**config.mk**
```make
export PLATFORM = sky130hd
export DESIGN_NAME = avmm_rd_responder_flat
export DESIGN_NICKNAME = d
export VERILOG_FILES = /design/src/rtl/avmm_rd_if.sv /design/src/rtl/avmm_rd_responder.sv /design/src/flat_wrapper.sv
export SDC_FILE = /design/constraint.sdc
export NUM_CORES = 1
export LEC_CHECK = 0
export CAP_MARGIN = 10
export CELL_PAD_IN_SITES_DETAIL_PLACEMENT = 1
export CELL_PAD_IN_SITES_GLOBAL_PLACEMENT = 1
export CORE_ASPECT_RATIO = 2
export CORE_MARGIN = 5
export CORE_UTILIZATION = 55
export CTS_CLUSTER_SIZE = 28
export DETAILED_ROUTE_END_ITERATION = 7
export DONT_BUFFER_PORTS = 1
export GPL_ROUTABILITY_DRIVEN = 0
export PLACE_DENSITY = 0.85
export SYNTH_ARGS = -nofsm -noshare
export SYNTH_HDL_FRONTEND = slang
export SYNTH_SLANG_ARGS = --single-unit
```
**constraint.sdc**
```tcl
create_clock -name clk -period 1.9 [get_ports clk]
set_input_delay 0.19 -clock clk [delete_from_list [all_inputs] [get_ports clk]]
set_output_delay 0.19 -clock clk [all_outputs]
set_load 0.05 [all_outputs]
```
**src/rtl/avmm_rd_if.sv**
```systemverilog
// Avalon-MM read channel bundle between the matrix-load master and the
// read responder. The master drives the command; the slave drives the
// stall and the returned data.
interface avmm_rd_if #(
    parameter int DATA_WIDTH = 64,
    parameter int ADDR_WIDTH = 32
) ();
    logic [ADDR_WIDTH-1:0] address;
    logic                  read;
    logic                  waitrequest;
    logic [DATA_WIDTH-1:0] readdata;
    logic                  readdatavalid;

    modport master (
        output address,
        output read,
        input  waitrequest,
        input  readdata,
        input  readdatavalid
    );

    modport slave (
        input  address,
        input  read,
        output waitrequest,
        output readdata,
        output readdatavalid
    );
endinterface

```
**src/rtl/avmm_rd_responder.sv**
```systemverilog
// Avalon-MM read responder: a small word-addressed memory that the
// matrix-load master reads from. Each command is stalled WAIT_CYCLES
// cycles, data returns in order LATENCY cycles after acceptance, and at
// most MAX_OUTSTANDING reads may be in flight. A side write port preloads
// the memory, whose contents survive reset.
module avmm_rd_responder #(
    parameter int    DATA_WIDTH      = 64,
    parameter int    ADDR_WIDTH      = 32,
    parameter int    DEPTH           = 16,
    parameter int    LATENCY         = 3,
    parameter int    WAIT_CYCLES     = 1,
    parameter int    MAX_OUTSTANDING = 2,
    parameter string INIT_FILE       = ""
) (
    input  logic                               clk,
    input  logic                               rst_n,
    avmm_rd_if.slave                           bus,
    input  logic                               wr_en,
    input  logic [$clog2(DEPTH)-1:0]           wr_addr,
    input  logic [DATA_WIDTH-1:0]              wr_data,
    output logic                               err_oor,
    output logic [$clog2(MAX_OUTSTANDING+1)-1:0] outstanding
);

    localparam int IW = $clog2(DEPTH);
    localparam int OW = $clog2(MAX_OUTSTANDING + 1);

    logic [DATA_WIDTH-1:0] mem_r [DEPTH];
    logic [LATENCY-1:0]    vld_pipe_r;
    logic [DATA_WIDTH-1:0] dat_pipe_r [LATENCY];
    logic [OW-1:0]         outstanding_r;
    logic                  err_oor_r;

    logic                  stall_done_s;
    logic                  full_s;
    logic                  wait_s;
    logic                  accept_s;
    logic                  in_range_s;
    logic [DATA_WIDTH-1:0] cap_data_s;
    logic                  rdv_s;

    // Stall counter: counts the stall cycles a pending command has paid.
    // With no stall configured the command is always ready on that account.
    if (WAIT_CYCLES == 0) begin : g_nostall
        assign stall_done_s = 1'b1;
    end else begin : g_stall
        localparam int SW = $clog2(WAIT_CYCLES + 1);
        logic [SW-1:0] stall_cnt_r;

        // Count stalled cycles while read is held; restart on accept or idle.
        always_ff @(posedge clk or negedge rst_n) begin
            if (!rst_n) begin
                stall_cnt_r <= '0;
            end else if (!bus.read || accept_s) begin
                stall_cnt_r <= '0;
            end else if (stall_cnt_r != SW'(WAIT_CYCLES)) begin
                stall_cnt_r <= stall_cnt_r + SW'(1);
            end
        end

        assign stall_done_s = (stall_cnt_r == SW'(WAIT_CYCLES));
    end

    assign full_s     = (outstanding_r == OW'(MAX_OUTSTANDING));
    assign in_range_s = (bus.address < ADDR_WIDTH'(DEPTH));
    assign rdv_s      = vld_pipe_r[LATENCY-1];
    assign accept_s   = bus.read & ~wait_s;

    // Stall decision; held high during reset so nothing is accepted.
    always_comb begin
        wait_s = 1'b1;
        if (!rst_n) begin
            wait_s = 1'b1;
        end else if (bus.read) begin
            wait_s = ~stall_done_s | full_s;
        end else begin
            wait_s = 1'b0;
        end
    end

    // Word captured at the accept edge; out-of-range reads return zero.
    always_comb begin
        cap_data_s = '0;
        if (in_range_s) begin
            cap_data_s = mem_r[bus.address[IW-1:0]];
        end else begin
            cap_data_s = '0;
        end
    end

    // Preload write port; a same-edge read sees the previous contents.
    always_ff @(posedge clk) begin
        if (wr_en) begin
            mem_r[wr_addr] <= wr_data;
        end
    end

    // Return pipeline: data only advances with its valid bit, so the last
    // stage holds the previous word while no beat is being returned.
    always_ff @(posedge clk or negedge rst_n) begin
        if (!rst_n) begin
            vld_pipe_r <= '0;
            for (int i = 0; i < LATENCY; i++) begin
                dat_pipe_r[i] <= '0;
            end
        end else begin
            vld_pipe_r[0] <= accept_s;
            if (accept_s) begin
                dat_pipe_r[0] <= cap_data_s;
            end
            for (int i = 1; i < LATENCY; i++) begin
                vld_pipe_r[i] <= vld_pipe_r[i-1];
                if (vld_pipe_r[i-1]) begin
                    dat_pipe_r[i] <= dat_pipe_r[i-1];
                end
            end
        end
    end

    // In-flight count: up on accept, down on a returned beat.
    always_ff @(posedge clk or negedge rst_n) begin
        if (!rst_n) begin
            outstanding_r <= '0;
        end else begin
            case ({accept_s, rdv_s})
                2'b10:   outstanding_r <= outstanding_r + OW'(1);
                2'b01:   outstanding_r <= outstanding_r - OW'(1);
                default: outstanding_r <= outstanding_r;
            endcase
        end
    end

    // Sticky flag for any accepted read beyond the memory depth.
    always_ff @(posedge clk or negedge rst_n) begin
        if (!rst_n) begin
            err_oor_r <= 1'b0;
        end else if (accept_s && !in_range_s) begin
            err_oor_r <= 1'b1;
        end
    end

    assign bus.waitrequest   = wait_s;
    assign bus.readdata      = dat_pipe_r[LATENCY-1];
    assign bus.readdatavalid = rdv_s;
    assign err_oor           = err_oor_r;
    assign outstanding       = outstanding_r;

endmodule

```
**src/flat_wrapper.sv**
```systemverilog
// flat-port wrapper written by rule: the top's interface ports become plain ports
module avmm_rd_responder_flat 
#(
    parameter int    DATA_WIDTH      = 64,
    parameter int    ADDR_WIDTH      = 32,
    parameter int    DEPTH           = 16,
    parameter int    LATENCY         = 3,
    parameter int    WAIT_CYCLES     = 1,
    parameter int    MAX_OUTSTANDING = 2,
    parameter string INIT_FILE       = ""
)
  (clk, rst_n, wr_en, wr_addr, wr_data, err_oor, outstanding, bus_address, bus_read, bus_waitrequest, bus_readdata, bus_readdatavalid);
  avmm_rd_if #(.DATA_WIDTH(DATA_WIDTH), .ADDR_WIDTH(ADDR_WIDTH)) bus_i ();
  input  logic clk;
  input  logic rst_n;
  input  logic wr_en;
  input  logic [$clog2(DEPTH)-1:0] wr_addr;
  input  logic [DATA_WIDTH-1:0] wr_data;
  output logic err_oor;
  output logic [$clog2(MAX_OUTSTANDING+1)-1:0] outstanding;
  input wire logic [$bits(bus_i.address)-1:0] bus_address;
  input wire logic [$bits(bus_i.read)-1:0] bus_read;
  output wire logic [$bits(bus_i.waitrequest)-1:0] bus_waitrequest;
  output wire logic [$bits(bus_i.readdata)-1:0] bus_readdata;
  output wire logic [$bits(bus_i.readdatavalid)-1:0] bus_readdatavalid;
  assign bus_i.address = bus_address;
  assign bus_i.read = bus_read;
  assign bus_waitrequest = bus_i.waitrequest;
  assign bus_readdata = bus_i.readdata;
  assign bus_readdatavalid = bus_i.readdatavalid;
  avmm_rd_responder #(.DATA_WIDTH(DATA_WIDTH), .ADDR_WIDTH(ADDR_WIDTH), .DEPTH(DEPTH), .LATENCY(LATENCY), .WAIT_CYCLES(WAIT_CYCLES), .MAX_OUTSTANDING(MAX_OUTSTANDING), .INIT_FILE(INIT_FILE)) u_core (.clk(clk), .rst_n(rst_n), .bus(bus_i), .wr_en(wr_en), .wr_addr(wr_addr), .wr_data(wr_data), .err_oor(err_oor), .outstanding(outstanding));
endmodule
```
==> flow_summary_export.csv, run 1 <==
group,metric,value,unit
clock_network,clk_pin_slew_worst_paths,70,ps
timing,relSlewSlack,49.51,%
place,detailed_place_hpwl,66140,microns
synth,synth_fa_ha_area_share,0.02660,%
routing,routed_via_density,6.739,
power_and_ir_drop,p_per_area,1012,nW/um^2
synth,yosysTopAreaCell,"edfxtp_1",
synth,netlist_area,47030,sq um
worst_setup_path,crit_required,1710,ps
routing,via_count,24225,
worst_setup_path,reg2reg_from,"u_core.outstanding[1]$_DFFE_PN0P_",
timing,rsz0062_at_grt,"yes",
place,place_inst,3302,
synth,synth.mux.area_fraction,14.72,%
global_route,antenna_found_initial,13,
floorplanning,die-width,216.8,microns
floorplanning,num_rows,151,
place,port_buffers,0,
global_route,grt_start_max_net_pins,256,
global_route,grt.overflow.total,0,
clock_network,cts_tree,"done",
synth,ys_seq_area_share,75.97,%
finish,drive_gt1_share,22.97,%
synth,synthTopCellsByCount,"edfxtp_1, mux2i_1, dfrtp_1",
routing,wl,130100,microns
floorplanning,dieArea,91820,sq um
floorplanning,core,84830,sq um
clock_network,clock-sinks,1223,
global_route,grtUsageTotal,26.90,%
synth,yosys.area_share.simple,1.043,%
finish,multi_input_area,10430,sq um
timing,fin_hold_ws,-808.1,ps
worst_setup_path,cp_slowest_cell,"dfrtp_2",
worst_setup_path,worst_ep_arrival_time,1790,ps
synth,synth.most_common_cell,"edfxtp_1",
hold_path,hold_class,"input port to async pin",
worst_setup_path,critPathLaunchType,"flop",
synth,synthTopCellsByArea,"edfxtp_1, dfrtp_1, mux4_2",
global_route,grt_pass1_vias,26226,
synth,synth-async-reset-ratio,16.27,%
finish,layout.nets,2535,
synth,synth_top_area_share,65.38,%
synth,synth_seq_cells,1223,
synth,yosysWarnings,0,
timing,setup_violations,1,
worst_setup_path,path_cells,"buf_8 -> nor2b_1 -> o21ai_1 -> nand2_1 -> buf_6",
timing,slew_violations,0,
floorplanning,fp.dieH,423.6,microns
global_route,grt_pass1_wl,181900,microns
timing,hold_violations,199,
synth,ys_types,43,
floorplanning,start_util,55.44,%
status,outcome,"complete, but fails checks",
routing,routedWlPerCell,36.20,microns
routing,firstDrtPassIters,5,
timing,layout_setup_ws,-80.19,ps
synth,syn_nets,2473,
synth,syn_inst,2368,
timing,fmax,505.0,MHz
clock_network,cts_max_level,3,
worst_setup_path,critPathCaptureType,"primary output",
timing,period_minus_slack,1980,ps
timing,clock_skew,36.62,ps
synth,synthXorXnorAreaFrac,0.05587,%
clock_network,cts_inserted_buffers,100,
worst_setup_path,cp_max_fo,2,
worst_setup_path,ff2ff_setup_slack,70,ps
synth,synth_top_family_by_area,"multiplexers",
routing,antenna_left,0,
power_and_ir_drop,ir_drop,0.8089,mV
clock_network,cts_max_path_buffers,3,
worst_setup_path,regToRegEndpoint,"u_core.outstanding[0]$_DFFE_PN0P_",
worst_setup_path,r2r.worst_path.cells,5,
finish,seqCellArea,35740,sq um
run,max_cap_violations,0,
clock_network,cts_root_buf,"clkbuf_16",
synth,synthFlopType,"edfxtp_1",
status,violations,"negative hold slack, negative setup slack",
finish,fillerInstances,6902,
synth,synth_compound_area_share,5.126,%
worst_setup_path,critPathKind,"flop to primary output",
synth,syn_area_per_cell,19.86,sq um
timing,worstMarginPinSlew,757.4,ps
worst_setup_path,critPathMaxStageDelay,430,ps
power_and_ir_drop,leakage,18.54,nW
floorplanning,num_io_pins,173,
finish,stdcell_count,3595,
clock_network,clk_latency,720,ps
synth,synth-edff-count,1024,
timing,fin_crit_sh,104.2,%
finish,area_growth,12.55,%
routing,drtIter0Drc,2694,
routing,drc,0,
## final cells by class
class | instances | share of cell area, %
clock inverters | 61 | 1.224
well taps | 1071 | 2.531
repair buffers | 158 | 3.834
clock buffers | 127 | 5.129
multi-input cells | 944 | 19.71
diodes | 8 | 0.03782
flip-flops and latches | 1223 | 67.51
inverters | 3 | 0.02127
## cells in the final DEF (no fill, tap or decap), types with 11 or more instances in the layout
cell / n
buf_4: 18
a22oi_1: 126
buf_12: 41
nand2_1: 66
bufinv_16: 11
mux2i_1: 254
dlygate4sd3_1: 88
mux2_2: 129
mux4_2: 130
o31ai_2: 23
edfxtp_1: 1024
o31ai_1: 21
nor2_4: 13
clkbuf_1: 17
clkinv_2: 25
a21boi_1: 54
o22ai_1: 54
dfrtp_1: 196
clkbuf_16: 103
o31ai_4: 19
## metal layers
| layer | vias to the layer above | GRT usage (%) | share of wire, % |
|---|---|---|---|
| li1 | 9612 | - | - |
| met1 | 12861 | 31.13 | 34 |
| met2 | 1383 | 49.34 | 54 |
| met3 | 365 | 4.695 | 6.8 |
| met4 | 4 | 11.01 | 5.3 |
| met5 | - | 0 | 0.018 |
## sequential cells by signal (all words and copies together), names as in the netlist
signal,count
u_core.mem_r,1024
u_core.dat_pipe_r,128
u_core.bus.readdata,64
u_core.vld_pipe_r,3
u_core.outstanding,2
u_core.err_oor,1
u_core.g_stall.stall_cnt_r,1
## through the flow
step                TNS, ps  total power, mW  setup WS, ps  util [%]  area, sq um
floorplan           -409740            31.63        -757.9         -        47160
global placement          0            31.67         230.7     56.73        48120
detailed placement        0            31.83         173.0     56.73        48120
CTS                  -135.0            53.60        -135.0     61.80        52430
global route         -128.9            55.30        -121.3     62.39        52920
finish               -80.19            53.56        -80.19     62.40        52940
## worst max path at each step
stage	start	endpoint	slack (ps)
final	u_core.outstanding[1]$_DFFE_PN0P_	bus_waitrequest	-80
after global routing	u_core.outstanding[1]$_DFFE_PN0P_	bus_waitrequest	-120
after CTS	u_core.outstanding[1]$_DFFE_PN0P_	bus_waitrequest	-140
after detailed placement	u_core.outstanding[1]$_DFFE_PN0P_	u_core.dat_pipe_r[163]$_DFFE_PN0P_	170
after global placement	wr_addr[2]	u_core.mem_r[0][4]$_DFFE_PP_	230
after floorplan	wr_addr[2]	u_core.mem_r[0][0]$_DFFE_PP_	-760
## critical path: cells and delay by family (launching register included)
kind	cells	cell delay [ps]
buffers and inverters	2	320
and+or+nand+nor	2	230
DFF	1	430
AOI/OAI and AO/OA	1	130
## where the power goes
group | internal, mW | switching, mW
registers | 29.5 | 0.167
clock network | 11.7 | 9.94
logic | 0.895 | 1.30
## cell families (layout without fill, tap and decap cells)
logic type      Yosys count  after routing
buf+inv                 201            349
fa+ha+maj                 1              1
flops                  1223           1223
mux                     513            513
simple gates            108            108
other cells               0              8
xor+xnor                  3              3
compound gates          319            319
## repair_timing
| item | CTS | global route |
|---|---|---|
| gates resized for setup | 4 | 64 |
| endpoints found under the hold margin | 1485 | 200 |
| hold buffers | 91 | 4 |
| cloned | 0 | 5 |
| pin swaps | 1 | 4 |
| endpoints found under the setup margin | 1 | 66 |
| buffers inserted | 0 | 2 |
Note: power is estimated with default switching activity, not from simulation.
==> run 2, diff against run 1 <==
==> constraint.sdc (replaced) <==
create_clock -name clk -period 1.9 [get_ports clk]
set_input_delay 0.475 -clock clk [delete_from_list [all_inputs] [get_ports clk]]
set_output_delay 0.475 -clock clk [all_outputs]
set_load 0.05 [all_outputs]
==> flow_summary_export.csv, run 2 (same netlist as run 1, synthesis figures left out) <==
group,metric,value,unit
power_and_ir_drop,ir_drop,1.152,mV
floorplanning,num_rows,151,
floorplanning,die-width,216.8,microns
status,violations,"negative hold slack, negative setup slack",
worst_setup_path,path_cells,"nor2b_4 -> o21ai_4 -> nand2_4",
floorplanning,start_util,55.44,%
clock_network,clock-sinks,1223,
finish,stdcell_count,3600,
timing,rsz0062_at_grt,"yes",
global_route,antenna_found_initial,16,
timing,fin_crit_sh,104.8,%
timing,hold_violations,199,
finish,finalInstanceArea,52940,sq um
routing,routed_via_density,6.758,
hold_path,hold_class,"input port to async pin",
global_route,grtUsageTotal,28.18,%
worst_setup_path,critPathKind,"flop to primary output",
clock_network,cts_max_path_buffers,3,
worst_setup_path,crit_required,1420,ps
routing,drtIter0Drc,2918,
worst_setup_path,critPathMaxStageDelay,410,ps
timing,clock_skew,30.18,ps
finish,layout_commonest_cell,"edfxtp_1",
finish,fillerInstances,6843,
routing,routedWlPerCell,35.98,microns
worst_setup_path,critPathLaunchType,"flop",
global_route,grt_pass1_vias,26513,
floorplanning,num_io_pins,173,
finish,layout.nets,2542,
timing,setup_violations,2,
clock_network,cts_root_buf,"clkbuf_16",
clock_network,ctsHoldBuffers,65,
finish,fin_util,62.41,%
global_route,grt_pass1_wl,189900,microns
routing,drc,0,
routing,wl,129500,microns
power_and_ir_drop,leakage,18.60,nW
clock_network,cts_inserted_buffers,98,
finish,largest_reg_flops,1024,
run,max_cap_violations,0,
place,detailed_place_hpwl,71360,microns
global_route,grt.overflow.total,0,
timing,fmax,502.3,MHz
clock_network,cts_max_level,3,
timing,relSlewSlack,41.78,%
finish,drive_gt1_share,23.37,%
timing,worstMarginPinSlew,873.3,ps
power_and_ir_drop,power,53.79,mW
floorplanning,fp.dieH,423.6,microns
worst_setup_path,critPathCaptureType,"primary output",
place,dp_slack,-142.1,ps
routing,antenna_left,0,
floorplanning,core,84830,sq um
worst_setup_path,cp_max_fo,2,
finish,layout.cells.most_common_list,"edfxtp_1, mux2i_1, dfrtp_1",
finish,top_register,"u_core.mem_r",
finish,area_growth,12.56,%
place,port_buffers,0,
worst_setup_path,critPathTopFamily,"flip-flops",
timing,fin_setup_tns,-104.9,ps
timing,layout_setup_ws,-90.88,ps
worst_setup_path,cp.buffers_inverters,0,
clock_network,clk_latency,700,ps
clock_network,clk_pin_slew_worst_paths,70,ps
power_and_ir_drop,p_per_area,1016,nW/um^2
timing,slew_violations,0,
worst_setup_path,cp_slowest_cell,"dfrtp_2",
timing,fin_hold_ws,-508.8,ps
place,place_inst,3342,
routing,firstDrtPassIters,5,
clock_network,cts_tree,"done",
timing,period_minus_slack,1991,ps
worst_setup_path,worst_ep_arrival_time,1520,ps
floorplanning,dieArea,91820,sq um
global_route,grt_start_max_net_pins,256,
status,outcome,"complete, but fails checks",
place,place_area,48780,sq um
routing,via_count,24327,
[run 2: where the power goes]
part           switching [mW]  internal (mW)  leakage [nW]
clock network            9.90           12.0          1.65
logic                    1.27          0.922          4.93
registers               0.163           29.5          12.0
total                    11.3           42.4          18.6
[run 2: final timing paths]
path,start,end,slack (ps),cells past startpoint
setup reg to reg,u_core.outstanding[1]$_DFFE_PN0P_,u_core.dat_pipe_r[162]$_DFFE_PN0P_,-10,7
max in group asynchronous,rst_n,u_core.dat_pipe_r[164]$_DFFE_PN0P_,1680,0
min in group clk,bus_address[3],u_core.dat_pipe_r[173]$_DFFE_PN0P_,40,2
setup / recovery,u_core.outstanding[1]$_DFFE_PN0P_,bus_waitrequest,-90,3
hold / removal,rst_n,u_core.bus.readdata[54]$_DFFE_PN0P_,-510,0
hold reg to reg,u_core.dat_pipe_r[151]$_DFFE_PN0P_,u_core.dat_pipe_r[151]$_DFFE_PN0P_,480,2
[run 2: final cells by class]
| type | count | area (sq um) | share of cell area, % |
|---|---|---|---|
| tap | 1071 | 1340 | 2.531 |
| timing repair buffer | 167 | 2278 | 4.304 |
| sequential | 1223 | 35740 | 67.51 |
| inverter | 3 | 11.26 | 0.02127 |
| multi-input combinational | 944 | 10160 | 19.19 |
| antenna | 9 | 22.52 | 0.04254 |
| clock buffer | 125 | 2719 | 5.136 |
| clock inverter | 58 | 666.9 | 1.260 |
[run 2: metal layers]
layer | vias up | part of all wire (%) | global-route usage, %
met5 | - | 0.048 | 0
met4 | 10 | 4.4 | 11.97
met3 | 332 | 6.9 | 4.730
met2 | 1474 | 54 | 50.10
met1 | 12867 | 35 | 34.10
li1 | 9644 | - | -
[run 2: what timing repair did]
| item | in CTS | in global routing |
|---|---|---|
| hold endpoints to repair | 1225 | 199 |
| pin swaps | 2 | 2 |
| endpoints found under the setup margin | 4 | 15 |
| setup buffers | 1 | 0 |
| gates cloned | 0 | 0 |
| resized for setup | 10 | 13 |
